--- config.mk ---
export PLATFORM = sky130hd
export DESIGN_NAME = des_cbc_ctrl
export DESIGN_NICKNAME = d
export VERILOG_FILES = /design/src/rtl/des_cbc_ctrl.sv
export SDC_FILE = /design/constraint.sdc
export NUM_CORES = 1
export LEC_CHECK = 0
export ABC_CLOCK_PERIOD_IN_PS = 2500
export BUFFER_PORTS_ARGS = -buffer_cell sky130_fd_sc_hd__buf_2
export CAP_MARGIN = 10
export CORE_UTILIZATION = 54
export CTS_CLUSTER_SIZE = 28
export DETAILED_ROUTE_END_ITERATION = 7
export GPL_TIMING_DRIVEN = 0
export PLACE_DENSITY = 0.86
export SLEW_MARGIN = 15
export SYNTH_ARGS = -nofsm -noshare
export SYNTH_HDL_FRONTEND = slang
export SYNTH_SLANG_ARGS = --single-unit
--- constraint.sdc ---
create_clock -name clk -period 2.5 [get_ports clk]
set_input_delay 0.125 -clock clk [delete_from_list [all_inputs] [get_ports clk]]
set_output_delay 0.125 -clock clk [all_outputs]
set_load 0.1 [all_outputs]
--- src/rtl/des_cbc_ctrl.sv ---
// des_cbc_ctrl: CBC-mode sequencer wrapped around one fixed-key DES core.
// The controller accepts a block and forms the core input from it and the
// chaining value. It starts the core, waits for done under a watchdog, and
// returns the chained result over a valid/ready handshake.
module des_cbc_ctrl #(
   parameter int unsigned TIMEOUT_CYCLES = 64
) (
   input  logic        clk,
   input  logic        rst_n,
   input  logic [63:0] iv_in,
   input  logic        mode_in,
   input  logic        iv_load,
   input  logic [63:0] in_data,
   input  logic        in_valid,
   output logic        in_ready,
   output logic [63:0] out_data,
   output logic        out_valid,
   input  logic        out_ready,
   output logic [63:0] des_starttext,
   output logic        des_start,
   output logic        des_encrypt_ndecrypt,
   input  logic [63:0] des_finishtext,
   input  logic        des_busy,
   input  logic        des_done,
   output logic        error,
   output logic [15:0] block_count
);

   localparam int TW = $clog2(TIMEOUT_CYCLES) + 1;
   localparam logic [TW-1:0] TMO_LAST = TW'(TIMEOUT_CYCLES - 1);

   localparam logic [1:0] S_IDLE   = 2'd0;
   localparam logic [1:0] S_START  = 2'd1;
   localparam logic [1:0] S_WAIT   = 2'd2;
   localparam logic [1:0] S_OUTPUT = 2'd3;

   logic [1:0]    state_q, state_d;
   logic [63:0]   iv_q, iv_d;
   logic          mode_q, mode_d;
   logic [63:0]   blk_q, blk_d;
   logic [63:0]   stext_q, stext_d;
   logic [TW-1:0] timer_q, timer_d, timer_inc;
   logic          err_q, err_d;
   logic [15:0]   cnt_q, cnt_d;
   logic [63:0]   odata_q, odata_d;
   logic          ovalid_q, ovalid_d;

   assign out_data             = odata_q;
   assign out_valid            = ovalid_q;
   assign des_starttext        = stext_q;
   assign des_encrypt_ndecrypt = mode_q;
   assign error                = err_q;
   assign block_count          = cnt_q;
   assign timer_inc            = timer_q + 1'b1;

   // Next-state logic for the IDLE/START/WAIT/OUTPUT sequencer and its datapath
   always_comb begin
      state_d   = state_q;
      iv_d      = iv_q;
      mode_d    = mode_q;
      blk_d     = blk_q;
      stext_d   = stext_q;
      timer_d   = timer_q;
      err_d     = err_q;
      cnt_d     = cnt_q;
      odata_d   = odata_q;
      ovalid_d  = ovalid_q;
      in_ready  = 1'b0;
      des_start = 1'b0;
      case (state_q)
         S_IDLE: begin
            // iv_load takes the cycle, so a coincident block is not taken
            in_ready = ~iv_load;
            if (iv_load) begin
               iv_d   = iv_in;
               mode_d = mode_in;
               err_d  = 1'b0;
               cnt_d  = 16'd0;
            end else if (in_valid) begin
               blk_d   = in_data;
               stext_d = mode_q ? (in_data ^ iv_q) : in_data;
               state_d = S_START;
            end
         end
         S_START: begin
            // des_start is combinational so it fires the cycle after acceptance
            if (!des_busy) begin
               des_start = 1'b1;
               timer_d   = '0;
               state_d   = S_WAIT;
            end
         end
         S_WAIT: begin
            timer_d = timer_inc;
            if (des_done) begin
               if (mode_q) begin
                  odata_d = des_finishtext;
                  iv_d    = des_finishtext;
               end else begin
                  odata_d = des_finishtext ^ iv_q;
                  iv_d    = blk_q;
               end
               ovalid_d = 1'b1;
               state_d  = S_OUTPUT;
            end else if (timer_inc == TMO_LAST) begin
               // Time out so that error shows TIMEOUT_CYCLES after des_start.
               // The chaining value and the count are left untouched.
               err_d   = 1'b1;
               state_d = S_IDLE;
            end
         end
         S_OUTPUT: begin
            if (out_ready) begin
               ovalid_d = 1'b0;
               cnt_d    = cnt_q + 16'd1;
               state_d  = S_IDLE;
            end
         end
         default: state_d = S_IDLE;
      endcase
   end

   // State and datapath registers, asynchronously cleared
   always_ff @(posedge clk or negedge rst_n) begin
      if (!rst_n) begin
         state_q  <= S_IDLE;
         iv_q     <= '0;
         mode_q   <= 1'b1;
         blk_q    <= '0;
         stext_q  <= '0;
         timer_q  <= '0;
         err_q    <= 1'b0;
         cnt_q    <= '0;
         odata_q  <= '0;
         ovalid_q <= 1'b0;
      end else begin
         state_q  <= state_d;
         iv_q     <= iv_d;
         mode_q   <= mode_d;
         blk_q    <= blk_d;
         stext_q  <= stext_d;
         timer_q  <= timer_d;
         err_q    <= err_d;
         cnt_q    <= cnt_d;
         odata_q  <= odata_d;
         ovalid_q <= ovalid_d;
      end
   end

endmodule
==> impl_metrics.toml <==
[drt]
drc = 0
postRouteAntennaNets = 0
via_per_inst = 6.01
finalWirelength_um = 51700
first_pass_iters = 8
initialDrtViolationCount = 1705
vias = 14000
post_drt_wl_per_cell_um = 22.1

[synth]
synth.avg_cell_area_um2 = 9.73
ys_types = 42
synthAdderAreaFrac_pct = 0.275
synthSimpleGateAreaFrac_pct = 14.6
ys_seq_elements = 284
synth_sequential_area_ratio_pct = 52.1
ys.flop_type = "dfrtp_1"
synth-edff-count = 0
synth-compound-area-share_pct = 11.0
synth_top_family_by_area = "simple AND/OR/NAND/NOR gates"
ys_warn_count = 0
synth-xor-area-share_pct = 8.99
async_reset_ff_share_pct = 100
synthMuxAreaShare_pct = 10.1
syn_area_um2 = 13600
syn-num-nets = 1605
netlist_instances = 1402

[flow_run]
timing.max_cap.violations = 0

[sta]
period_needed_ps = 2420
drv_slew = 0
final-setup-viol-count = 0
rsz0062_at_grt = "no"
max_slew_margin_pct = 48.8
fmax_mhz = 414
post-route-period-util_pct = 96.6
skew_ps = 11.3
worst_pin_slew_ps = 769
hold_viol = 0
setup_tns_ps = 0

[critical_path]
path_class = "reg -> reg"
cp.required_ps = 2920
cp_max_fo = 10
worstSetupEndpointType = "flip-flop"
worstPathArrival_ps = 2830
startpoint_type = "flip-flop"

[clock_tree]
h-tree-depth = 1
cts_tree = "yes"
cts_buffers = 31
clock_latency_ps = 560
clk_pin_slew_ps = 70
clkSinkCount = 284
clk_path_buf_depth = 3
post_cts_buffers = 0
cts-root-buf = "clkbuf_16"

[power_and_ir_drop]
p_leak_nw = 8.80
power_mw = 30.1
pwr_density_cell_nw_per_um2 = 1590
ir_worst_vdd_mv = 1.16

[place]
place_area_um2 = 15900
io_buffers = 348
place_congestion = 0.916
dp_hpwl_um = 29000

[global_route]
grt_usage_pct = 39.9
grt_max_degree = 108
antenna_found_initial = 5
grt_pass1_vias = 14600
globalRoute.totalOverflow = 0
grt_pass1_wl_um = 79800

[final_layout]
area.growth.synth_to_final_pct = 39.2
final_area_um2 = 19000
drive_gt1_share_pct = 25.4
fin_nets = 2184

[floorplan]
die_w_um = 161
std_cell_rows = 57
die_area_um2 = 25900
io_pins = 349
fp.coreArea_um2 = 24500
dieHeight_um = 161
start_util_pct = 55.6

[min_path]
hold_path.class = "in -> reg"

[outcome]
outcome = "completed"
## state kept, by name, indices dropped and copies added (netlist names)
name                  cells
des_starttext            64
timer_q                   7
blk_q                    64
iv_q                     64
out_data                 64
des_encrypt_ndecrypt      1
block_count              16
state_q                   2
out_valid                 1
error                     1
## path summary, 6_finish.rpt
check	start	to	slack (ps)	depth (start not counted)
max in group asynchronous	rst_n	blk_q[46]	1310	3
min	in_valid	state_q[0]	30	5
max reg2reg	state_q[1]	des_starttext[42]	80	6
max	state_q[1]	des_starttext[42]	80	6
min reg2reg	out_data[4]	out_data[4]	480	2
min in group asynchronous	rst_n	out_valid	160	2
## layout by cell type (no fill, tap or decap), types with 8 or more instances in the layout
cell           instances
xor2_1                70
nand3_1                8
mux2_2                65
dfrtp_1              283
clkbuf_16             31
a21oi_1              140
mux2i_1               65
clkbuf_1              49
nor2b_1               66
buf_2                375
dlygate4sd3_1        197
o21ai_0              139
buf_1                  9
nand2_1              212
xnor2_1               70
nor2_1               146
## synth_stat cells (2+ instances only)
library cell	instances	area (um^2)
nor2_1	146	548
clkbuf_1	51	191
and4_1	2	17.5
nor2b_1	66	413
a21oi_1	140	701
and3_1	3	18.8
a211oi_1	3	22.5
ha_1	3	37.5
o21ai_0	139	696
nor3_2	2	20.0
inv_1	2	7.51
nor3_1	6	30.0
mux2i_1	65	651
xor2_1	70	613
xnor2_1	70	613
nand3_1	8	40.0
or3_1	3	18.8
buf_6	2	22.5
o22ai_1	4	25.0
nand2b_1	2	12.5
buf_1	9	33.8
nand2_1	212	796
mux2_2	65	732
buf_2	28	140
dfrtp_1	283	7080
nor3b_1	2	15.0
## timing repair
action / 4_1_cts / 5_1_grt
endpoints found under the hold margin: 351 / 0
pin swaps: 0 / 0
cloned: 0 / 0
hold buffers: 197 / 0
resized for setup: 1 / 4
endpoints found under the setup margin: 32 / 51
## report_power, final
group | leakage (nW) | switching (mW) | internal [mW]
combinational | 4.79 | 13.0 | 3.85
sequential | 3.46 | 1.45 | 6.70
clock | 0.546 | 2.01 | 3.11
## metrics by stage
stage               hold slack (ps)  setup WS [ps]  std cells  utilization [%]
finish                         34.8           84.5       2336             77.4
global route                   80.4           13.0       2335             77.4
CTS                            1.51           4.54       2330             77.3
detailed placement              188          -51.8       2076             64.7
global placement                384          -3890       2074             64.4
floorplan                      -171           10.9       1402                -
## routing by layer
layer / up-vias / track usage [%] / wire length, um
met3: 357 / 9.58 / 4990
met1: 6719 / 45.5 / 17700
met4: 0 / 26.7 / 4020
met2: 1128 / 67.0 / 25000
met5: - / 0 / 0
li1: 5828 / - / -
## cell families (layout without fill, tap and decap cells)
kind of cell	count (synthesis)	after routing
simple gates	459	459
compound gates	294	294
flops	284	284
xor+xnor	140	140
mux	130	130
buf+inv	92	695
fa+ha+maj	3	3
other cells	0	7
## worst max-delay path, cell delays in order, from the launching register on
cell and delay, ps:
dfrtp_1 410, buf_6 150, nor3_1 420, clkbuf_2 380, buf_2 390, buf_2 370
a21oi_1 160
## layout make-up
type,instances,area [um^2]
Sequential cell,284,7110
Clock inverter,20,294
Antenna cell,7,17.5
Buffer,89,388
Multi-Input combinational cell,1026,6150
Tap cell,324,405
Inverter,2,7.51
Clock buffer,37,838
Timing Repair Buffer,547,3780
Fill cell,1440,5540
Power figures use the tool's default switching activity.
